===== src/rtl/stereo_audio_serializer_if.sv =====
// Purpose: valid/ready bundle for the stereo pair -> serial channel word serializer.
//   Input side : i_valid, i_ready, i_left, i_right (one stereo pair per transfer)
//   Output side: o_valid, o_ready, o_is_left, o_audio (one channel word per transfer)
// Modports: slave = the serializer, master = the surrounding logic that feeds it
//   pairs and drains its words.
interface stereo_audio_serializer_if #(
  parameter int unsigned audio_width = 32
) ();

  logic                   i_valid;
  logic                   i_ready;
  logic [audio_width-1:0] i_left;
  logic [audio_width-1:0] i_right;

  logic                   o_valid;
  logic                   o_ready;
  logic                   o_is_left;
  logic [audio_width-1:0] o_audio;

  modport slave (
    input  i_valid,
    input  i_left,
    input  i_right,
    output i_ready,
    output o_valid,
    input  o_ready,
    output o_is_left,
    output o_audio
  );

  modport master (
    output i_valid,
    output i_left,
    output i_right,
    input  i_ready,
    input  o_valid,
    output o_ready,
    input  o_is_left,
    input  o_audio
  );

endinterface


===== src/rtl/stereo_audio_serializer.sv =====
// Purpose: splits each accepted stereo pair into two single-channel words tagged
//   with a left/right flag, in acceptance order. A one-pair pending buffer lets a
//   new pair be taken while the current one is still being emitted, so a steady
//   stream produces one word per cycle.
// Ports:
//   clk      - system clock, rising edge
//   reset_n  - asynchronous active-low reset
//   bus      - slave side of stereo_audio_serializer_if
//              (i_valid/i_ready/i_left/i_right in, o_valid/o_ready/o_is_left/o_audio out)
// Parameters:
//   audio_width - bits per channel sample
//   left_first  - 1: left word then right word; 0: right then left
module stereo_audio_serializer #(
  parameter int unsigned audio_width = 32,
  parameter bit          left_first  = 1'b1
) (
  input  logic                      clk,
  input  logic                      reset_n,
  stereo_audio_serializer_if.slave  bus
);

  typedef enum logic [1:0] {
    EMPTY  = 2'd0,
    FIRST  = 2'd1,
    SECOND = 2'd2
  } state_t;

  state_t                 state;
  logic [audio_width-1:0] cur_left;
  logic [audio_width-1:0] cur_right;
  logic [audio_width-1:0] pend_left;
  logic [audio_width-1:0] pend_right;
  logic                   pend_full;

  logic                   accept;
  logic                   handshake;
  logic                   present_left;

  // Ready comes straight from the pending flag so it never depends on the
  // same-cycle input valid or downstream ready.
  assign bus.i_ready = ~pend_full;
  assign accept      = bus.i_valid & ~pend_full;
  assign handshake   = (state != EMPTY) & bus.o_ready;

  // Output mux of registers only; in EMPTY this falls through to cur_right.
  assign present_left  = left_first ? (state == FIRST) : (state == SECOND);
  assign bus.o_valid   = (state != EMPTY);
  assign bus.o_is_left = present_left;
  assign bus.o_audio   = present_left ? cur_left : cur_right;

  // State, current pair and pending pair.
  always_ff @(posedge clk or negedge reset_n) begin
    if (!reset_n) begin
      state      <= EMPTY;
      cur_left   <= '0;
      cur_right  <= '0;
      pend_left  <= '0;
      pend_right <= '0;
      pend_full  <= 1'b0;
    end else begin
      case (state)
        EMPTY: begin
          if (accept) begin
            cur_left  <= bus.i_left;
            cur_right <= bus.i_right;
            state     <= FIRST;
          end
        end

        FIRST: begin
          // Current pair is mid-emission: a new pair can only park in pending.
          if (accept) begin
            pend_left  <= bus.i_left;
            pend_right <= bus.i_right;
            pend_full  <= 1'b1;
          end
          if (handshake) begin
            state <= SECOND;
          end
        end

        SECOND: begin
          if (handshake) begin
            if (pend_full) begin
              cur_left  <= pend_left;
              cur_right <= pend_right;
              pend_full <= 1'b0;
              state     <= FIRST;
            end else if (accept) begin
              // Pending is empty: take the arriving pair straight into cur.
              cur_left  <= bus.i_left;
              cur_right <= bus.i_right;
              state     <= FIRST;
            end else begin
              state <= EMPTY;
            end
          end else if (accept) begin
            pend_left  <= bus.i_left;
            pend_right <= bus.i_right;
            pend_full  <= 1'b1;
          end
        end

        default: begin
          state <= EMPTY;
        end
      endcase
    end
  end

endmodule

===== src/flat_wrapper.sv =====
// flat-port wrapper written by rule: the top's interface ports become plain ports
module stereo_audio_serializer_flat 
#(
  parameter int unsigned audio_width = 32,
  parameter bit          left_first  = 1'b1
)
  (clk, reset_n, bus_i_valid, bus_i_left, bus_i_right, bus_i_ready, bus_o_valid, bus_o_ready, bus_o_is_left, bus_o_audio);
  stereo_audio_serializer_if #(.audio_width(audio_width)) bus_i ();
  input  logic clk;
  input  logic reset_n;
  input wire logic [$bits(bus_i.i_valid)-1:0] bus_i_valid;
  input wire logic [$bits(bus_i.i_left)-1:0] bus_i_left;
  input wire logic [$bits(bus_i.i_right)-1:0] bus_i_right;
  output wire logic [$bits(bus_i.i_ready)-1:0] bus_i_ready;
  output wire logic [$bits(bus_i.o_valid)-1:0] bus_o_valid;
  input wire logic [$bits(bus_i.o_ready)-1:0] bus_o_ready;
  output wire logic [$bits(bus_i.o_is_left)-1:0] bus_o_is_left;
  output wire logic [$bits(bus_i.o_audio)-1:0] bus_o_audio;
  assign bus_i.i_valid = bus_i_valid;
  assign bus_i.i_left = bus_i_left;
  assign bus_i.i_right = bus_i_right;
  assign bus_i_ready = bus_i.i_ready;
  assign bus_o_valid = bus_i.o_valid;
  assign bus_i.o_ready = bus_o_ready;
  assign bus_o_is_left = bus_i.o_is_left;
  assign bus_o_audio = bus_i.o_audio;
  stereo_audio_serializer #(.audio_width(audio_width), .left_first(left_first)) u_core (.clk(clk), .reset_n(reset_n), .bus(bus_i));
endmodule

===== config.mk =====
export PLATFORM = sky130hd
export DESIGN_NAME = stereo_audio_serializer_flat
export DESIGN_NICKNAME = d
export VERILOG_FILES = /design/src/rtl/stereo_audio_serializer_if.sv /design/src/rtl/stereo_audio_serializer.sv /design/src/flat_wrapper.sv
export SDC_FILE = /design/constraint.sdc
export NUM_CORES = 1
export LEC_CHECK = 0
export CORE_MARGIN = 5
export CORE_UTILIZATION = 45
export DETAILED_ROUTE_END_ITERATION = 8
export PLACE_DENSITY = 0.69
export REMOVE_ABC_BUFFERS = 1
export SETUP_SLACK_MARGIN = 0.5
export SYNTH_ARGS = -nofsm -noshare
export SYNTH_HDL_FRONTEND = slang
export SYNTH_SLANG_ARGS = --single-unit

===== constraint.sdc =====
create_clock -name clk -period 2.2 [get_ports clk]
set_input_delay 0.22 -clock clk [delete_from_list [all_inputs] [get_ports clk]]
set_output_delay 0.22 -clock clk [all_outputs]
set_load 0.01 [all_outputs]

Yosys cells after proc, flatten, opt, wreduce, memory -nomap -nowiden
Index checks and enable logic that the tools add are counted. Widths: inputs -> output; s select.

Flip-flop bits (word level): 131. Word-level logic and storage cells: 46.

Equality and inequality tests: 6. Muxes and demuxes: 24. Bitwise gates (word level): 3. Reductions and logical operators: 7.

Operators with widths (count): $mux 32 (11); $pmux 32 s2 (4); $mux 2 (4); $ne 2x1->1 const B (3); $pmux 2 s3 (1); $reduce_bool 2->1 (3); $reduce_and 2->1 (2); $mux 1 (3); $reduce_and 3->1 (1); $and 1x1->1 (2); $eq 2x1->1 const B (1); $eq 2x2->1 const B (1); $logic_not 2->1 (1); $ne 2x2->1 const B (1); $pmux 1 s2 (1); $not 1->1 (1).

Longest topological paths before layout
Gate-level depths: netlist of run 1.

Depth in word-level cells: 6. Depth in mapped cells: 7. Mapped depth without buffers: 5.

Least setup slack after synthesis of run 1
Ideal clock, no wire load.

Path type: reg-to-reg. Start: reg u_core.state[1]. End: reg u_core.pend_left[2]. Arrival time: 1.942 ns. Setup slack: 0.133 ns. Stages on the path, launching flop included: 8. Path buffers: 2. Clock period less this slack: 2.067 ns. Cell sequence: dfrtp_1 -> inv_1 -> ha_1 -> clkbuf_1 -> nor2_1 -> nor3_4 -> buf_6 -> mux2_2.

RTL lines: from (decl) (RTL line stereo_audio_serializer.sv:28) `state_t state;`; from (signal assigned) (RTL line stereo_audio_serializer.sv:54) `state <= EMPTY;`; from (signal assigned) (RTL line stereo_audio_serializer.sv:66) `state <= FIRST;`; from (signal assigned) (RTL line stereo_audio_serializer.sv:78) `state <= SECOND;`; $eq 2x1->1 (*); via bus_o_is_left (RTL line flat_wrapper.sv:17) `output wire logic [$bits(bus_i.o_is_left)-1:0] bus_o_is_left;`; $reduce_bool 2->1 (no line); $reduce_and 2->1 (no line); to (signal assigned) (RTL line stereo_audio_serializer.sv:73) `pend_left <= bus.i_left;`; to (signal assigned) (RTL line stereo_audio_serializer.sv:98) `pend_left <= bus.i_left;`; to (decl) (RTL line stereo_audio_serializer.sv:31) `logic [audio_width-1:0] pend_left;`.

The timed path passes the listed nets; every way through them passes the cells marked *. A chain may end at the register's enable or synchronous reset.

Final worst setup path of run 1
Start: reg u_core.state[0]. End: reg u_core.pend_right[1].

Word-level cells in the longest chain between the ends: 4.

RTL lines: $reduce_bool 2->1 (RTL line stereo_audio_serializer.sv:43) `assign handshake = (state != EMPTY) & bus.o_ready;`; $and 1x1->1 (RTL line stereo_audio_serializer.sv:43); $ne 2x2->1 (no line); $reduce_and 2->1 (no line); to (signal assigned) (RTL line stereo_audio_serializer.sv:74) `pend_right <= bus.i_right;`; to (signal assigned) (RTL line stereo_audio_serializer.sv:99) `pend_right <= bus.i_right;`; to (decl) (RTL line stereo_audio_serializer.sv:32) `logic [audio_width-1:0] pend_right;`.

Parallel ways exist; a longest one is shown, timed or not.

==> results of run 1 <==
[stage by stage]
stage          std cells  power, mW   util  area (um2)
2_1_floorplan        383       7.32      -        5540
3_3_place_gp         674       9.39  0.559        7020
6_report             748       14.7  0.699        8790
4_1_cts              727       12.7  0.625        7850
5_1_grt              748       15.4  0.699        8790
3_5_place_dp         674       9.57  0.559        7020
[worst max-delay path, stage by stage, from the launching register on]
cell	delay [ns]
sky130_fd_sc_hd__dfrtp_2	0.44
sky130_fd_sc_hd__inv_2	0.15
sky130_fd_sc_hd__ha_4	0.17
sky130_fd_sc_hd__and3b_2	0.24
sky130_fd_sc_hd__nor3_4	0.28
sky130_fd_sc_hd__buf_6	0.19
sky130_fd_sc_hd__clkbuf_16	0.17
sky130_fd_sc_hd__mux2_2	0.34
[what timing repair did]
item / 4_1_cts / 5_1_grt
endpoints found under the setup margin: 163 / 164
setup buffers: 21 / 7
hold buffers: 1 / 0
gates resized for setup: 153 / 134
pin swaps: 0 / 4
cloned: 2 / 14
hold endpoints to repair: 62 / 0
[Yosys cell counts, drive strengths merged]
master and instances:
o2bb2ai 2, a211o 1, inv 4, mux2 97
nor2 3, nor2b 1, nand2b 3, and3b 1
a21oi 2, clkbuf 21, dfrtp 131, nand3b 1
o22ai 64, nor3 1, o2bb2a 1, ha 5
a2bb2oi 63, a22oi 1, buf 16, nand2 2
[registers in the layout (all words and copies together) (netlist names)]
| signal | flops |
|---|---|
| u_core.cur_right | 32 |
| u_core.cur_left | 32 |
| u_core.pend_right | 32 |
| u_core.state | 2 |
| u_core.pend_left | 32 |
| u_core.pend_full | 1 |
[cells by family (layout without fill, tap and decap cells)]
logic type | count (synthesis) | in the layout | share of synthesized area
AO/OA/AOI/OAI | 134 | 134 | 0.177
AND/OR/NAND/NOR | 12 | 12 | 0.0133
buffers and inverters | 41 | 197 | 0.0352
adder cells (fa/ha/maj) | 5 | 5 | 0.0109
flip-flops | 131 | 131 | 0.573
multiplexers | 97 | 97 | 0.191
[final cells by class]
class                           instances  area share
Multi-Input combinational cell        248       0.310
Clock buffer                           24      0.0548
Tap cell                              172      0.0245
Sequential cell                       131       0.373
Inverter                                4     0.00171
Clock inverter                          5     0.00882
Timing Repair Buffer                  164       0.228
[routing by layer]
metal  vias up  global-route usage  wire (um)  part of all wire
met2       140               0.326       8350              0.49
met5         -                   0          0                 0
met4         0              0.0735        311             0.018
met1      2252               0.273       7130              0.42
met3        30              0.0664       1110             0.065
li1       1926                   -          -                 -
[path summary, 6_finish.rpt]
| check | from | to | slack, ns | depth (start not counted) |
|---|---|---|---|---|
| max in group asynchronous | reset_n | u_core.pend_right[7]$_DFFE_PN0P_ | 1.19 | 3 |
| worst max-delay path | u_core.state[0]$_DFFE_PN0P_ | u_core.pend_right[1]$_DFFE_PN0P_ | 0.09 | 7 |
| min in group clk | bus_i_left[12] | u_core.pend_left[12]$_DFFE_PN0P_ | 0.43 | 2 |
| worst min-delay path | reset_n | u_core.pend_left[12]$_DFFE_PN0P_ | 0.36 | 2 |
| worst max register to register | u_core.state[0]$_DFFE_PN0P_ | u_core.pend_right[1]$_DFFE_PN0P_ | 0.09 | 7 |
| worst min register to register | u_core.pend_left[11]$_DFFE_PN0P_ | u_core.pend_left[11]$_DFFE_PN0P_ | 0.49 | 1 |
[where the power goes]
| part | internal [mW] | switching [mW] | total [mW] |
|---|---|---|---|
| logic | 4.49 | 3.01 | 7.50 |
| clock network | 1.73 | 1.00 | 2.73 |
| registers | 3.64 | 0.775 | 4.42 |
[placed cells by master (no fill, tap or decap), types with 14 or more instances in the layout]
master	netlist	routed
sky130_fd_sc_hd__buf_4	0	14
sky130_fd_sc_hd__dfrtp_1	131	130
sky130_fd_sc_hd__clkbuf_16	0	27
sky130_fd_sc_hd__a2bb2oi_2	0	45
sky130_fd_sc_hd__a2bb2oi_1	63	18
sky130_fd_sc_hd__buf_6	6	53
sky130_fd_sc_hd__mux2_4	0	31
sky130_fd_sc_hd__o22ai_1	64	64
sky130_fd_sc_hd__mux2_2	93	64
sky130_fd_sc_hd__clkdlybuf4s50_1	0	66
==> impl_metrics.xml, run 1 <==
<?xml version="1.0" encoding="UTF-8"?>
<metrics>
  <group name="outcome">
    <metric name="outcome" unit="">finished clean</metric>
  </group>
  <group name="place">
    <metric name="place.detailed.hpwl" unit="mm">8.98</metric>
    <metric name="gp_congestion" unit="">0.845</metric>
    <metric name="port-buffer-count" unit="">102</metric>
    <metric name="dp_slack" unit="ns">0.127</metric>
  </group>
  <group name="synthesis">
    <metric name="synth.avg_cell_area" unit="um2">13.6</metric>
    <metric name="post_synth_instance_area" unit="mm2">0.00572</metric>
    <metric name="synth_cell_types" unit="">23</metric>
    <metric name="synth-warning-count" unit="">0</metric>
    <metric name="proportion_of_synthesized_chip_area_in_sequential_cells" unit="">0.573</metric>
    <metric name="synth_top_cells_by_area" unit="">sky130_fd_sc_hd__dfrtp_1 (57%), sky130_fd_sc_hd__mux2_2 (18%), sky130_fd_sc_hd__a2bb2oi_1 (9.6%)</metric>
    <metric name="yosys.area.top_type" unit="">sky130_fd_sc_hd__dfrtp_1</metric>
    <metric name="cells_after_synth" unit="">420</metric>
    <metric name="synth.ff_latch_count" unit="">131</metric>
    <metric name="synth_top_area_share" unit="">0.573</metric>
  </group>
  <group name="cts">
    <metric name="tritoncts_clock_tree" unit="">yes</metric>
    <metric name="worst_skew_pair.late_latency" unit="ns">0.42</metric>
    <metric name="clock_tree.buffer_depth" unit="">2</metric>
    <metric name="cts_buffers" unit="">17</metric>
    <metric name="h-tree-depth" unit="">4</metric>
    <metric name="cts.reportedPaths.clkPinSlew" unit="ns">0.06</metric>
    <metric name="clk_root_buffer_cell" unit="">sky130_fd_sc_hd__clkbuf_16</metric>
    <metric name="numClockSinks" unit="">131</metric>
  </group>
  <group name="cells_and_area">
    <metric name="layout-drive-gt1-share" unit="">0.477</metric>
    <metric name="finalNetCount" unit="">639</metric>
    <metric name="multiInputGateArea" unit="mm2">0.00272</metric>
    <metric name="area_delta_synth_final" unit="%">53.6</metric>
    <metric name="antenna_cells" unit="">0</metric>
    <metric name="combined_flip_flop_and_latch_cell_area" unit="mm2">0.00328</metric>
    <metric name="filler_cell_count" unit="">828</metric>
  </group>
  <group name="timing">
    <metric name="totalNegativeSetupSlack" unit="ns">0</metric>
    <metric name="max_freq" unit="MHz">474</metric>
    <metric name="hold_viol" unit="">0</metric>
    <metric name="finalHoldWorstSlack" unit="ns">0.363</metric>
    <metric name="setup_repair_after_global_routing_missed_its_margin" unit="">yes</metric>
    <metric name="worst-slew-pin-transition" unit="ns">0.616</metric>
    <metric name="slew_violations" unit="">0</metric>
    <metric name="maxSlewHeadroom" unit="">0.589</metric>
    <metric name="fin_crit" unit="ns">2.11</metric>
    <metric name="clock_skew" unit="ns">0.00869</metric>
    <metric name="finalCritPeriodShare" unit="">0.959</metric>
    <metric name="postLayoutSetupSlackWorst" unit="ns">0.0892</metric>
    <metric name="finalSetupViolCount" unit="">0</metric>
  </group>
  <group name="worst_setup_path">
    <metric name="timing.setup.critical_path_class" unit="">reg2reg</metric>
    <metric name="crit_path_start_kind" unit="">flop</metric>
    <metric name="worstPathRequired" unit="ns">2.50</metric>
    <metric name="end_kind" unit="">flop</metric>
    <metric name="worstPathMaxFanout" unit="">8</metric>
    <metric name="timing.critical_path.arrival" unit="ns">2.41</metric>
  </group>
  <group name="worst_hold_path">
    <metric name="timing.hold.worst.class" unit="">in2async</metric>
  </group>
  <group name="grt">
    <metric name="antenna_found_initial" unit="">0</metric>
    <metric name="grt_max_degree" unit="">65</metric>
    <metric name="remaining_global_route_overflow" unit="">0</metric>
    <metric name="global_route_wire_length_before_repair" unit="mm">23.9</metric>
    <metric name="grt_pass1_vias" unit="">4526</metric>
    <metric name="global_route.usage.total" unit="">0.208</metric>
  </group>
  <group name="floorplanning">
    <metric name="die-height" unit="um">123</metric>
    <metric name="die_width" unit="um">123</metric>
    <metric name="design.core.area" unit="mm2">0.0126</metric>
    <metric name="ioPinCount" unit="">103</metric>
    <metric name="initial_utilization" unit="">0.455</metric>
    <metric name="std_cell_rows" unit="">41</metric>
    <metric name="fp.dieArea" unit="mm2">0.0151</metric>
  </group>
  <group name="route">
    <metric name="drt-wirelength-per-cell" unit="um">22.6</metric>
    <metric name="vias_per_cell" unit="">5.81</metric>
    <metric name="route.detailed.drc" unit="">0</metric>
    <metric name="antenna_left" unit="">0</metric>
    <metric name="detailedRoute.firstIterationViolations" unit="">323</metric>
    <metric name="totalWireLength" unit="mm">16.9</metric>
    <metric name="drt_pass1_iterations" unit="">4</metric>
    <metric name="routed-via-count" unit="">4348</metric>
  </group>
  <group name="power_and_ir_drop">
    <metric name="cellLeakagePower" unit="nW">3.71</metric>
    <metric name="pwr_density_cell" unit="mW/mm2">1670</metric>
    <metric name="power.ir.vdd_worst" unit="mV">0.737</metric>
  </group>
  <group name="run">
    <metric name="drv.max_cap_violation_count" unit="">0</metric>
  </group>
</metrics>
(Power assumes the default switching activity.)
==> run 2: changes to the inputs <==
Settings changed: SETUP_SLACK_MARGIN 0.5 to not set.
==> run 2 against run 1 <==
Net effect:
- first-iteration DRC count is 41% lower
- non-clock buffer count is 32 lower
- sequential power is 3% lower
- sequential share of layout area is 5.1 points higher
- global-route usage is 0.78 points lower
- count of clock-buffer cells in the layout stayed put
- sequential cell count stayed put
- utilization is 8.4 points lower
- cell count is 4.3% lower
- die area stayed put
- worst hold slack better by 0.015 ns
- highest routed layer unchanged
==> impl_metrics.xml, run 2 (synthesis gave the netlist of run 1 again) <==
<?xml version="1.0" encoding="UTF-8"?>
<metrics>
  <group name="timing">
    <metric name="slew_violations" unit="">0</metric>
    <metric name="hold_viol" unit="">0</metric>
    <metric name="clock_skew" unit="ns">0.00559</metric>
    <metric name="fin_crit" unit="ns">2.17</metric>
    <metric name="finalSetupViolCount" unit="">0</metric>
    <metric name="finalCritPeriodShare" unit="">0.984</metric>
    <metric name="worst-slew-pin-transition" unit="ns">0.626</metric>
    <metric name="setup_repair_after_global_routing_missed_its_margin" unit="">yes</metric>
    <metric name="maxSlewHeadroom" unit="">0.583</metric>
    <metric name="max_freq" unit="MHz">462</metric>
    <metric name="totalNegativeSetupSlack" unit="ns">0</metric>
  </group>
  <group name="cts">
    <metric name="worst_skew_pair.late_latency" unit="ns">0.42</metric>
    <metric name="tritoncts_clock_tree" unit="">yes</metric>
    <metric name="clk_root_buffer_cell" unit="">sky130_fd_sc_hd__clkbuf_16</metric>
    <metric name="cts.reportedPaths.clkPinSlew" unit="ns">0.05</metric>
    <metric name="clock_tree.buffer_depth" unit="">2</metric>
    <metric name="h-tree-depth" unit="">4</metric>
    <metric name="cts_buffers" unit="">17</metric>
    <metric name="numClockSinks" unit="">131</metric>
  </group>
  <group name="route">
    <metric name="vias_per_cell" unit="">5.71</metric>
    <metric name="drt_pass1_iterations" unit="">6</metric>
    <metric name="route.detailed.drc" unit="">0</metric>
    <metric name="detailedRoute.firstIterationViolations" unit="">189</metric>
    <metric name="totalWireLength" unit="mm">14.8</metric>
    <metric name="drt-wirelength-per-cell" unit="um">20.7</metric>
    <metric name="antenna_left" unit="">0</metric>
    <metric name="routed-via-count" unit="">4088</metric>
  </group>
  <group name="grt">
    <metric name="gr-max-usage-layer" unit="">met2</metric>
    <metric name="grt_pass1_vias" unit="">4405</metric>
    <metric name="antenna_found_initial" unit="">0</metric>
    <metric name="grtUsageMet2" unit="">0.314</metric>
    <metric name="groute.layer.met1.usage" unit="">0.267</metric>
    <metric name="global_route.usage.total" unit="">0.200</metric>
    <metric name="remaining_global_route_overflow" unit="">0</metric>
    <metric name="grt_max_degree" unit="">65</metric>
    <metric name="global_route_wire_length_before_repair" unit="mm">23.1</metric>
    <metric name="grt_util_met3" unit="">0.0567</metric>
  </group>
  <group name="worst_setup_path">
    <metric name="critical_path_launch_point" unit="">u_core.state[1]$_DFFE_PN0P_</metric>
    <metric name="worstPathMaxFanout" unit="">17</metric>
    <metric name="setup.reg_to_reg.worst_slack" unit="ns">0.03</metric>
    <metric name="timing.critical_path.arrival" unit="ns">2.47</metric>
    <metric name="timing.setup.critical_path_class" unit="">reg2reg</metric>
    <metric name="timing.critical_path.cells" unit="">inv_2 &gt; ha_4 &gt; clkbuf_16 &gt; buf_4 &gt; nor2_1 &gt; nor3_4 &gt; buf_4 &gt; buf_12 &gt; mux2_2</metric>
    <metric name="startpoint_of_the_worst_slack_reg_to_reg_timing_path" unit="">u_core.state[1]$_DFFE_PN0P_</metric>
    <metric name="critPathSlowestCell" unit="">sky130_fd_sc_hd__dfrtp_1</metric>
    <metric name="crit_path_start_kind" unit="">flop</metric>
    <metric name="end_kind" unit="">flop</metric>
    <metric name="cpPeakStageDelay" unit="ns">0.40</metric>
    <metric name="worstPathRequired" unit="ns">2.50</metric>
    <metric name="most_repeated_library_cell_on_the_critical_path" unit="">sky130_fd_sc_hd__buf_4</metric>
  </group>
  <group name="place">
    <metric name="place.detailed.hpwl" unit="mm">8.98</metric>
    <metric name="gp_congestion" unit="">0.845</metric>
    <metric name="dpl_cell_area" unit="mm2">0.00702</metric>
    <metric name="port-buffer-count" unit="">102</metric>
  </group>
  <group name="run">
    <metric name="drv.max_cap_violation_count" unit="">0</metric>
  </group>
  <group name="floorplanning">
    <metric name="initial_utilization" unit="">0.455</metric>
    <metric name="fp.dieArea" unit="mm2">0.0151</metric>
    <metric name="ioPinCount" unit="">103</metric>
    <metric name="std_cell_rows" unit="">41</metric>
    <metric name="design.core.area" unit="mm2">0.0126</metric>
    <metric name="die_width" unit="um">123</metric>
    <metric name="die-height" unit="um">123</metric>
  </group>
  <group name="cells_and_area">
    <metric name="filler_cell_count" unit="">1004</metric>
    <metric name="area_delta_synth_final" unit="%">35.1</metric>
    <metric name="finalNetCount" unit="">607</metric>
    <metric name="antenna_cells" unit="">0</metric>
    <metric name="layout-drive-gt1-share" unit="">0.296</metric>
    <metric name="layout.cells.most_common" unit="">sky130_fd_sc_hd__dfrtp_1</metric>
    <metric name="most-common-layout-cells" unit="">sky130_fd_sc_hd__dfrtp_1 (130), sky130_fd_sc_hd__mux2_2 (93), sky130_fd_sc_hd__clkdlybuf4s50_1 (69)</metric>
    <metric name="finalInstanceArea" unit="mm2">0.00773</metric>
  </group>
  <group name="outcome">
    <metric name="outcome" unit="">finished clean</metric>
  </group>
  <group name="power_and_ir_drop">
    <metric name="total_power" unit="mW">12.2</metric>
    <metric name="pwr_density_cell" unit="mW/mm2">1580</metric>
    <metric name="power.ir.vdd_worst" unit="mV">0.705</metric>
    <metric name="cellLeakagePower" unit="nW">3.20</metric>
  </group>
  <group name="worst_hold_path">
    <metric name="timing.hold.worst.class" unit="">in2async</metric>
  </group>
</metrics>
==> run 2: repair_timing <==
| item | in CTS | in global routing |
|---|---|---|
| hold endpoints to repair | 62 | 0 |
| resized for setup | 48 | 23 |
| setup buffers | 3 | 5 |
| endpoints found under the setup margin | 32 | 46 |
| gates cloned | 0 | 4 |
| hold buffers | 1 | 0 |
| pin swaps | 0 | 1 |
==> run 2: cell type report <==
| class | instances | area (um2) | share of cell area |
|---|---|---|---|
| sequential | 131 | 3280 | 0.424 |
| inverter | 4 | 15.0 | 0.00194 |
| timing repair buffer | 132 | 1400 | 0.181 |
| clock inverter | 5 | 77.6 | 0.0100 |
| clock buffer | 24 | 482 | 0.0623 |
| tap | 172 | 215 | 0.0278 |
| multi-input combinational | 248 | 2260 | 0.293 |
==> run 2: report_power, final <==
| group | internal, mW | switching, mW |
|---|---|---|
| Sequential | 3.64 | 0.653 |
| Combinational | 2.90 | 2.31 |
| Clock | 1.73 | 0.981 |
| Total | 8.27 | 3.95 |
==> run 2: path summary, 6_finish.rpt <==
check,depth (start not counted),end
max,9,u_core.pend_left[8]$_DFFE_PN0P_
max reg2reg,9,u_core.pend_left[8]$_DFFE_PN0P_
min in group clk,2,u_core.pend_left[12]$_DFFE_PN0P_
min reg2reg,1,u_core.pend_left[11]$_DFFE_PN0P_
min,2,u_core.cur_left[12]$_DFFE_PN0P_
max in group asynchronous,3,u_core.pend_right[7]$_DFFE_PN0P_
==> run 2: critical path, delay by kind of cell, from the launching register on <==
family,cells,cell delay [ns]
adders and majority gates,1,0.23
buffers and inverters,5,0.76
DFF,1,0.40
muxes,1,0.35
and+or+nand+nor,2,0.29
==> run 2: metrics by stage <==
| stage | setup slack (ns) | hold WS, ns | utilization | std cells |
|---|---|---|---|---|
| 5_1_grt | -0.0349 | 0.433 | 0.615 | 716 |
| 2_1_floorplan | -1.64 | -0.0756 | - | 383 |
| 3_5_place_dp | 0.127 | 0.263 | 0.559 | 674 |
| 3_3_place_gp | 0.217 | 0.248 | 0.559 | 674 |
| 4_1_cts | 0.000184 | 0.387 | 0.602 | 707 |
| 6_report | 0.0346 | 0.378 | 0.615 | 716 |
==> run 2: metal layers <==
| metal | vias to the layer above | share of wire |
|---|---|---|
| met5 | - | 0 |
| met2 | 106 | 0.49 |
| met4 | 0 | 0.014 |
| met3 | 16 | 0.052 |
| met1 | 2119 | 0.45 |
| li1 | 1847 | - |
